--- src/rtl/hsi_msg_scheduler.sv ---
// hsi_msg_scheduler
//   Shares one HSI coder among N_SRC message sources. Requests are latched,
//   one source at a time is granted by fixed priority (index 0 highest), the
//   coder is then handed to the CRC sender, and an inter-message gap is
//   enforced before the next grant. A watchdog aborts a stuck SEND or CRC phase.
// Ports
//   clk, rst      clock, synchronous active-high reset
//   req           per-source request pulses
//   msg_end       per-source end-of-message pulses
//   crc_end       CRC sender finished pulse
//   cd_busy       coder busy
//   grant         one-hot enable of the granted source controller
//   crc_en        CRC sender enable
//   sel           one-hot connector mux select {crc_en, grant}
//   crc_clr       1-cycle pulse clearing the CRC calculator on each grant
//   busy          scheduler not idle
//   pending       latched, not yet served requests
//   overrun       1-cycle pulse: request while the same source already pending
//   timeout_err   1-cycle pulse on watchdog abort
module hsi_msg_scheduler #(
    parameter int N_SRC   = 5,
    parameter int GAP_CYC = 8,
    parameter int TIMEOUT = 4096,
    parameter int TMO_W   = 13
) (
    input  logic             clk,
    input  logic             rst,
    input  logic [N_SRC-1:0] req,
    input  logic [N_SRC-1:0] msg_end,
    input  logic             crc_end,
    input  logic             cd_busy,
    output logic [N_SRC-1:0] grant,
    output logic             crc_en,
    output logic [N_SRC:0]   sel,
    output logic             crc_clr,
    output logic             busy,
    output logic [N_SRC-1:0] pending,
    output logic [N_SRC-1:0] overrun,
    output logic             timeout_err
);

    localparam int GAP_W = (GAP_CYC > 1) ? $clog2(GAP_CYC + 1) : 1;

    typedef enum logic [1:0] {IDLE, SEND, CRC, GAP} state_t;

    state_t           state, state_d;
    logic [TMO_W-1:0] wdog, wdog_d;
    logic [GAP_W-1:0] gap_cnt, gap_cnt_d;

    logic [N_SRC-1:0] arb, win;
    logic             msg_done, wdog_last, gap_done;

    logic [N_SRC-1:0] grant_d, pending_d, overrun_d;
    logic             crc_en_d, crc_clr_d, timeout_d;

    // A request in the current cycle is eligible alongside latched ones.
    assign arb = pending | req;

    always_comb begin
        logic found;
        win   = '0;
        found = 1'b0;
        for (int unsigned i = 0; i < N_SRC; i++) begin
            if (arb[i] && !found) begin
                win[i] = 1'b1;
                found  = 1'b1;
            end
        end
    end

    // Only the granted source's end-of-message counts.
    assign msg_done  = |(msg_end & grant);
    assign wdog_last = (wdog == TMO_W'(TIMEOUT - 1));
    // GAP_CYC=0 behaves like 1: leave on the first coder-idle cycle.
    assign gap_done  = !cd_busy && ((32'(gap_cnt) + 32'd1) >= 32'(GAP_CYC));

    // State register and registered outputs
    always_ff @(posedge clk) begin
        if (rst) begin
            state       <= IDLE;
            wdog        <= '0;
            gap_cnt     <= '0;
            grant       <= '0;
            crc_en      <= 1'b0;
            crc_clr     <= 1'b0;
            busy        <= 1'b0;
            pending     <= '0;
            overrun     <= '0;
            timeout_err <= 1'b0;
        end else begin
            state       <= state_d;
            wdog        <= wdog_d;
            gap_cnt     <= gap_cnt_d;
            grant       <= grant_d;
            crc_en      <= crc_en_d;
            crc_clr     <= crc_clr_d;
            busy        <= (state_d != IDLE);
            pending     <= pending_d;
            overrun     <= overrun_d;
            timeout_err <= timeout_d;
        end
    end

    assign sel = {crc_en, grant};

    // Next-state and counters
    always_comb begin
        state_d   = state;
        wdog_d    = wdog;
        gap_cnt_d = '0;
        case (state)
            IDLE: begin
                if (|arb) begin
                    state_d = SEND;
                    wdog_d  = '0;
                end
            end
            SEND: begin
                if (msg_done) begin
                    state_d = CRC;
                    wdog_d  = '0;
                end else if (wdog_last) begin
                    state_d = GAP;
                    wdog_d  = '0;
                end else begin
                    wdog_d = wdog + 1'b1;
                end
            end
            CRC: begin
                if (crc_end || wdog_last) begin
                    state_d = GAP;
                    wdog_d  = '0;
                end else begin
                    wdog_d = wdog + 1'b1;
                end
            end
            GAP: begin
                if (gap_done) begin
                    state_d = IDLE;
                end else if (!cd_busy) begin
                    gap_cnt_d = gap_cnt + 1'b1;
                end
            end
            default: state_d = IDLE;
        endcase
    end

    // Next values of the registered outputs
    always_comb begin
        grant_d   = grant;
        crc_en_d  = crc_en;
        crc_clr_d = 1'b0;
        timeout_d = 1'b0;
        overrun_d = req & pending;
        pending_d = arb;
        case (state)
            IDLE: begin
                if (|arb) begin
                    grant_d   = win;
                    pending_d = arb & ~win;
                    crc_clr_d = 1'b1;
                end
            end
            SEND: begin
                if (msg_done) begin
                    grant_d  = '0;
                    crc_en_d = 1'b1;
                end else if (wdog_last) begin
                    grant_d   = '0;
                    timeout_d = 1'b1;
                end
            end
            CRC: begin
                if (crc_end) begin
                    crc_en_d = 1'b0;
                end else if (wdog_last) begin
                    crc_en_d  = 1'b0;
                    timeout_d = 1'b1;
                end
            end
            default: ;
        endcase
    end

endmodule

--- config.mk ---
export PLATFORM = sky130hd
export DESIGN_NAME = hsi_msg_scheduler
export DESIGN_NICKNAME = d
export VERILOG_FILES = /design/src/rtl/hsi_msg_scheduler.sv
export SDC_FILE = /design/constraint.sdc
export NUM_CORES = 1
export LEC_CHECK = 0
export ABC_CLOCK_PERIOD_IN_PS = 6100
export CORE_MARGIN = 2
export CORE_UTILIZATION = 45
export CTS_BUF_LIST = sky130_fd_sc_hd__clkbuf_16
export CTS_CLUSTER_SIZE = 28
export DETAILED_ROUTE_END_ITERATION = 10
export PLACE_DENSITY = 0.75
export SLEW_MARGIN = 40
export SYNTH_ARGS = -nofsm -noshare
export SYNTH_HDL_FRONTEND = slang
export SYNTH_SLANG_ARGS = --single-unit
--- constraint.sdc ---
create_clock -name clk -period 6.1 [get_ports clk]
set_input_delay 0.61 -clock clk [delete_from_list [all_inputs] [get_ports clk]]
set_output_delay 0.61 -clock clk [all_outputs]
set_load 0.01 [all_outputs]
; Word level (Yosys, flattened, before mapping)
; Index checks and enable logic that the tools add are counted.
[word_totals]
register_bits = 38
latchBits = 0
ramBits = 0
mem_bits_ro = 0
in_bits = 14
wordCells = 86
n_memories = 0
[op_classes]
n_addsub = 3
n_mul = 0
n_div = 0
order_cmp = 1
eq_ne = 8
n_shift = 0
muxes = 34
n_bitwise = 7
n_reduce_logical = 23
[op_table]
columns = cell, n
row1 = 2-to-1 mux 13 bit, 4
row2 = one-hot mux 13 bit (3 select lines), 1
row3 = 2-to-1 mux 5 bit, 5
row4 = bitwise AND 5 bit, 3
row5 = 2-to-1 mux 1 bit, 15
row6 = adder 13 x 1 -> 13 bit (second input constant), 1
row7 = == test 13 x 12 -> 1 bit (second input constant), 1
row8 = 2-to-1 mux 2 bit, 5
row9 = one-hot mux 5 bit (2 select lines), 1
row10 = OR reduction 5 bit, 2
row11 = one-hot mux 2 bit (4 select lines), 1
row12 = != test 3 bit (second input constant), 2
row13 = AND reduction 3 bit, 2
row14 = nonzero test 2 bit, 3
row15 = adder 4 x 1 -> 5 bit (second input constant), 1
row16 = >= comparator 5 x 4 -> 1 bit (second input constant), 1
row17 = logical AND 1 bit, 5
row18 = zero test 1 bit, 5
row19 = inverter 5 bit, 1
row20 = bitwise OR 5 bit, 1
row21 = adder 4 x 1 -> 4 bit (second input constant), 1
row22 = == test 2 bit (second input constant), 2
row23 = != test 2 bit (second input constant), 2
row24 = one-hot mux 1 bit (2 select lines), 2
row25 = 8 further kinds, 9

; Longest topological paths before layout
; Gate-level depths: netlist of run 1.
[logic_depth]
word_depth = 18
mapped_depth = 8

; Worst setup path before layout of run 1
; OpenSTA, ideal clock, no wires.
[synth_path]
path_kind = input -> register
start = input port msg_end[0]
end = register wdog[7]
arrival_ns = 2.138
t_required_ns = 6.030
slack_ns = 3.893
cell_stages = 5
path_buffers = 0
path_cell_list = a222oi_1 -> a41oi_1 -> nand2b_1 -> or4b_1 -> a21oi_1
[synth_via]
elab_chain_cells = 4
[synth_rtl]
columns = item, line_no
row1 = start: declaration, 29  ; input logic [N_SRC-1:0] msg_end,
row2 = bitwise AND 5 bit, 72  ; assign msg_done = |(msg_end & grant);
row3 = OR reduction 5 bit, 72
row4 = 2-to-1 mux 13 bit, 119  ; if (msg_done) begin
row5 = one-hot mux 13 bit (3 select lines), 111  ; case (state)
row6 = end signal: assignment, 92  ; wdog <= wdog_d;
row7 = end: declaration, 47  ; logic [TMO_W-1:0] wdog, wdog_d;
; Every way passes these cells.
; A chain may end at the register's enable or synchronous reset.

; Worst setup path after layout of run 1
; Same ends and word-level chain as after synthesis.

==> flow_summary.toml, run 1 <==
[final_layout]
seq_area_sq_um = 761
design_area_sq_um = 2330
mostFrequentLayoutCell = "dfxtp_1"
multi_input_area_sq_um = 977
fill_cells = 370
final_cell_mix = "dfxtp_1, clkdlybuf4s50_1, nor2_1"
fin_cells = 285
antenna_cells = 0
drive_gt1_frac = 0.0638
area_growth_pct = 27.6
fin_nets = 256

[timing]
rsz0062_at_grt = "false"
hold_viol = 0
fin_crit_sh = 0.439
worst_slack_ns = 3.42
maxSlewHeadroom = 0.598
tns_ns = 0
setup_viol = 0
clock_skew_ns = 0.00372
drv_slew = 0
layout_min_cycle_time_ns = 2.68
max_slew.worst_pin.slew_ns = 0.597
timing.fmax_mhz = 373

[worst_setup_path]
worstReg2RegEnd = "wdog[7]$_SDFFE_PP0P_"
reg2reg_depth = 7
reg2reg_from = "state[1]$_SDFF_PP0_"
endpoint_kind = "register"
critPathKind = "primary input to register"
worst_ep_arrival_time_ns = 2.88
worst-path-max-fanout = 5
crit_path_start_kind = "primary input"
reg2reg_slack_ns = 3.55
cp.required_ns = 6.30

[floorplanning]
io_pins = 39
start_util = 0.464
core_area_sq_um = 3940
rows = 23
dieArea_sq_um = 4590
die_height_microns = 67.7
die_w_microns = 67.7

[global_routing]
grt_pass1_vias = 1409
grt_pass1_wl_microns = 5980
track_usage = 0.172
grt_max_degree = 25
grt-ovfl-total = 0
antenna_found_initial = 0

[detailed_routing]
finalWirelength_microns = 3550
ant_nets = 0
firstDrtPassIters = 4
via_per_inst = 5.33
drtIter0Drc = 75
remaining_drc_errors = 0
post_drt_wl_per_cell_microns = 12.4
vias = 1519

[cts]
cts_htree_levels = 2
post_cts_resize_count = 0
cts_setup_buffers = 0
cts_sinks = 38
cts-buffers-inserted = 5
postCtsHoldBufs = 0
cts_tree = "built"
clk_path_buf_depth = 2
root_buffer = "clkbuf_16"
insertion_delay_ns = 0.28
clk_pin_slew_ns = 0.05

[worst_hold_path]
worstHoldStart = "pending[4]$_SDFF_PP0_"
hold_depth = 2
holdCritPathClass = "register to register"
worstHoldEndpoint = "overrun[4]$_SDFF_PP0_"

[place]
dp_cells = 277
dp_slack_ns = 3.17
port_buffers = 38
dpl_cell_area_sq_um = 2200
dp_hpwl_microns = 2630
place_congestion = 0.760

[logic_synthesis]
yosys_warnings = 0
synth_nets = 223
synth_area_per_cell_sq_um = 9.09
synth_ff_type = "dfxtp_1"
synth_edf_count = 0
ys_types = 51
ys_ff_latch = 38
syn_area_sq_um = 1830
synthCells = 201
seq_area_frac_synth = 0.416
synth-async-reset-ratio = 0

[pwr]
power_switching_w = 0.000294
p_int_w = 0.000584
comb_power_share = 0.379
ir_worst_vdd_mv = 0.191
clockPowerShare = 0.270
p_per_area_nw_per_um2 = 376
p_seq_frac = 0.351
switching_share = 0.335
cellLeakagePower_nw = 0.857

[flow_run]
cap_viol_max_count = 0

[run_status]
status = "finished clean"
## flip-flops by register name, indices dropped and copies added (netlist names), 2 cells and up
register and count:
state 2, grant 5, overrun 5, pending 5, gap_cnt 4, wdog 13
## worst max-delay path: stages
cell and delay (ns):
clkdlybuf4s50_1 0.41, a222oi_1 0.60, a41oi_1 0.34, nand2b_1 0.26, or4b_1 0.51, a21oi_1 0.15
## per-stage QoR
step | hold WS, ns | power, W | util
floorplan | 0.442 | 0.000548 | -
global placement | 0.456 | 0.000642 | 0.558
detailed placement | 0.460 | 0.000647 | 0.558
CTS | 0.468 | 0.000889 | 0.593
global route | 0.490 | 0.000935 | 0.592
finish | 0.461 | 0.000877 | 0.592
## cell families (layout without fill, tap and decap cells)
logic type / Yosys count / after routing / synth area share
AOI/OAI and AO/OA: 34 / 34 / 0.148
xor gates and xnor gates: 9 / 9 / 0.0431
adders and majority gates: 8 / 8 / 0.0548
buffers and inverters: 17 / 51 / 0.0493
DFF: 38 / 38 / 0.416
muxes: 4 / 4 / 0.0219
other: 1 / 1 / 0.00205
and+or+nand+nor: 90 / 90 / 0.265
## final cells by class
| cell class | instances | area share |
|---|---|---|
| clock buffers | 5 | 0.0536 |
| clock inverters | 3 | 0.00536 |
| inverters | 5 | 0.00805 |
| multi-input cells | 146 | 0.419 |
| flip-flops and latches | 38 | 0.326 |
| well taps | 50 | 0.0268 |
| repair buffers | 38 | 0.161 |
## cells in the mapped netlist (2+ instances only)
| master | count | share of area |
|---|---|---|
| a211oi_1 | 4 | 0.016 |
| a21oi_1 | 9 | 0.025 |
| a311oi_1 | 3 | 0.014 |
| a31oi_1 | 4 | 0.014 |
| and2_1 | 2 | 0.0068 |
| and3_1 | 4 | 0.014 |
| buf_2 | 3 | 0.0082 |
| buf_4 | 6 | 0.025 |
| clkbuf_1 | 2 | 0.0041 |
| dfxtp_1 | 38 | 0.42 |
| ha_1 | 8 | 0.055 |
| inv_1 | 5 | 0.010 |
| mux2i_1 | 4 | 0.022 |
| nand2_1 | 12 | 0.025 |
| nand2b_1 | 4 | 0.014 |
| nand3_1 | 5 | 0.014 |
| nand3b_1 | 2 | 0.0082 |
| nand4_1 | 5 | 0.017 |
| nor2_1 | 35 | 0.072 |
| nor3_1 | 4 | 0.011 |
| nor3b_1 | 2 | 0.0082 |
| nor4_1 | 2 | 0.0068 |
| or4_1 | 3 | 0.012 |
| xnor2_1 | 5 | 0.024 |
| xor2_1 | 4 | 0.019 |
## worst max path at each step
stage | to | cells past startpoint | start | slack [ns]
after global placement | wdog[7]$_SDFFE_PP0P_ | 6 | msg_end[0] | 3.25
final | wdog[7]$_SDFFE_PP0P_ | 6 | msg_end[0] | 3.42
after floorplan | wdog[7]$_SDFFE_PP0P_ | 5 | msg_end[0] | 3.89
after CTS | wdog[7]$_SDFFE_PP0P_ | 6 | msg_end[0] | 3.42
after global routing | wdog[7]$_SDFFE_PP0P_ | 6 | msg_end[0] | 3.33
after detailed placement | wdog[7]$_SDFFE_PP0P_ | 6 | msg_end[0] | 3.17
## power groups by stage
stage | clock network, W | registers [W] | logic [W]
final | 0.000237 | 0.000308 | 0.000333
after global routing | 0.000253 | 0.000312 | 0.000370
after CTS | 0.000245 | 0.000308 | 0.000336
after detailed placement | 0 | 0.000312 | 0.000334
after global placement | 0 | 0.000312 | 0.000330
after floorplan | 0 | 0.000319 | 0.000229
## per-layer routing
metal,vias to the layer above,GRT usage,part of all wire
met5,-,0,0
met4,0,0.0612,0.015
met3,7,0.0583,0.045
met2,25,0.297,0.48
met1,704,0.197,0.46
li1,783,-,-
No activity file was read; power rests on OpenSTA's default activity.
==> run 2, diff against run 1 <==
--- a/config.mk
+++ b/config.mk
@@ -5,7 +5,7 @@
 export SDC_FILE = /design/constraint.sdc
 export NUM_CORES = 1
 export LEC_CHECK = 0
-export ABC_CLOCK_PERIOD_IN_PS = 6100
+export ABC_CLOCK_PERIOD_IN_PS = 2500
 export CORE_MARGIN = 2
 export CORE_UTILIZATION = 45
 export CTS_BUF_LIST = sky130_fd_sc_hd__clkbuf_16
==> constraint.sdc (replaced) <==
create_clock -name clk -period 2.5 [get_ports clk]
set_input_delay 0.25 -clock clk [delete_from_list [all_inputs] [get_ports clk]]
set_output_delay 0.25 -clock clk [all_outputs]
set_load 0.01 [all_outputs]
==> flow_summary.toml, run 2 (synthesis gave the netlist of run 1 again) <==
[cts]
insertion_delay_ns = 0.28
cts-buffers-inserted = 5
cts_tree = "built"
post_cts_resize_count = 0
postCtsHoldBufs = 0
cts_setup_buffers = 0
clk_pin_slew_ns = 0.05
clk_path_buf_depth = 2
root_buffer = "clkbuf_16"
cts_htree_levels = 2
cts_sinks = 38

[worst_setup_path]
cp_slowest_cell = "or4b_1"
critPathKind = "register to register"
worst-path-max-fanout = 6
path_cells = "inv_1 > ha_1 > nor3b_1 > a31oi_2 > nand4_1 > or4b_1 > a21oi_1"
crit_path_start_kind = "register"
worstSetupPathDepth = 7
reg2reg_depth = 7
worst_ep_arrival_time_ns = 2.43
cp.required_ns = 2.71
worst-path-buf-inv = 1
critical_path.max_stage_delay_ns = 0.52
crit_family = "simple AND/OR/NAND/NOR gates"
endpoint_kind = "register"

[floorplanning]
die_w_microns = 67.7
die_height_microns = 67.7
io_pins = 39
dieArea_sq_um = 4590
core_area_sq_um = 3940
start_util = 0.464
rows = 23

[timing]
clock_skew_ns = 0.00304
rsz0062_at_grt = "false"
tns_ns = 0
setup_viol = 0
drv_slew = 0
hold_viol = 0
worst_slack_ns = 0.274
layout_min_cycle_time_ns = 2.23
fin_crit_sh = 0.891
timing.fmax_mhz = 449

[detailed_routing]
vias = 1530
post_drt_wl_per_cell_microns = 12.8
firstDrtPassIters = 4
finalWirelength_microns = 3750
ant_nets = 0
via_per_inst = 5.24
drtIter0Drc = 93
remaining_drc_errors = 0

[run_status]
status = "finished clean"

[final_layout]
drive_gt1_frac = 0.0868
largest_reg_flops = 13
fin_nets = 263
fill_cells = 359
top_register = "wdog"
utilization = 0.606
area_growth_pct = 30.7
final_cell_mix = "dfxtp_1, clkdlybuf4s50_1, nor2_1"
antenna_cells = 0
multi_input_area_sq_um = 977
seq_area_sq_um = 761

[global_routing]
antenna_found_initial = 0
grt_pass1_vias = 1386
grt_max_degree = 23
grt-ovfl-total = 0
track_usage = 0.175
grt_pass1_wl_microns = 5970

[place]
dp_slack_ns = 0.258
place_congestion = 0.842
dp_hpwl_microns = 2650
port_buffers = 38

[flow_run]
cap_viol_max_count = 0

[pwr]
ir_worst_vdd_mv = 0.538
fin_total_pwr_w = 0.00221
cellLeakagePower_nw = 0.890
p_per_area_nw_per_um2 = 926

[worst_hold_path]
holdCritPathClass = "register to register"
hold_depth = 2
## run 2: changes by cell type in the layout (fill, tap and decap cells not counted)
| cell | before | now |
|---|---|---|
| buf_4 | 0 | 7 |
| clkdlybuf4s50_1 | 37 | 38 |
| buf_2 | 1 | 0 |
## run 2: path summary, 6_finish.rpt
check,start,to,slack (ns)
max reg2reg,state[1]$_SDFF_PP0_,wdog[7]$_SDFFE_PP0P_,0.27
min reg2reg,pending[3]$_SDFF_PP0_,overrun[3]$_SDFF_PP0_,0.47
min,pending[3]$_SDFF_PP0_,overrun[3]$_SDFF_PP0_,0.47
max,state[1]$_SDFF_PP0_,wdog[7]$_SDFFE_PP0P_,0.27
## run 2: layer usage
metal / track usage / share of wire / up-vias
li1: - / - / 802
met1: 0.213 / 0.48 / 691
met2: 0.283 / 0.46 / 33
met3: 0.0683 / 0.051 / 4
met4: 0.0536 / 0.012 / 0
met5: 0 / 0 / -
## run 2: worst min-delay path, cell delays in order (launching register included)
cell and delay [ns]:
dfxtp_1 0.33, nand2_1 0.06, nor2_1 0.04
## run 2: cell type report
type | instances | area share
multi-input cells | 146 | 0.409
flip-flops and latches | 38 | 0.318
repair buffers | 45 | 0.181
clock buffers | 5 | 0.0524
well taps | 50 | 0.0262
inverters | 5 | 0.00785
clock inverters | 3 | 0.00524
## run 2: per-stage QoR
stage	instances	instance area [sq um]	hold slack, ns
2_1_floorplan	201	1830	0.334
3_3_place_gp	284	2250	0.457
3_5_place_dp	284	2250	0.466
4_1_cts	292	2390	0.473
5_1_grt	292	2390	0.486
6_report	292	2390	0.470
## run 2: report_power, final
| part | internal [W] | switching [W] | leakage [nW] | total (W) |
|---|---|---|---|---|
| logic | 0.000425 | 0.000448 | 0.508 | 0.000873 |
| registers | 0.000684 | 0.0000668 | 0.310 | 0.000751 |
| clock network | 0.000360 | 0.000230 | 0.0724 | 0.000590 |
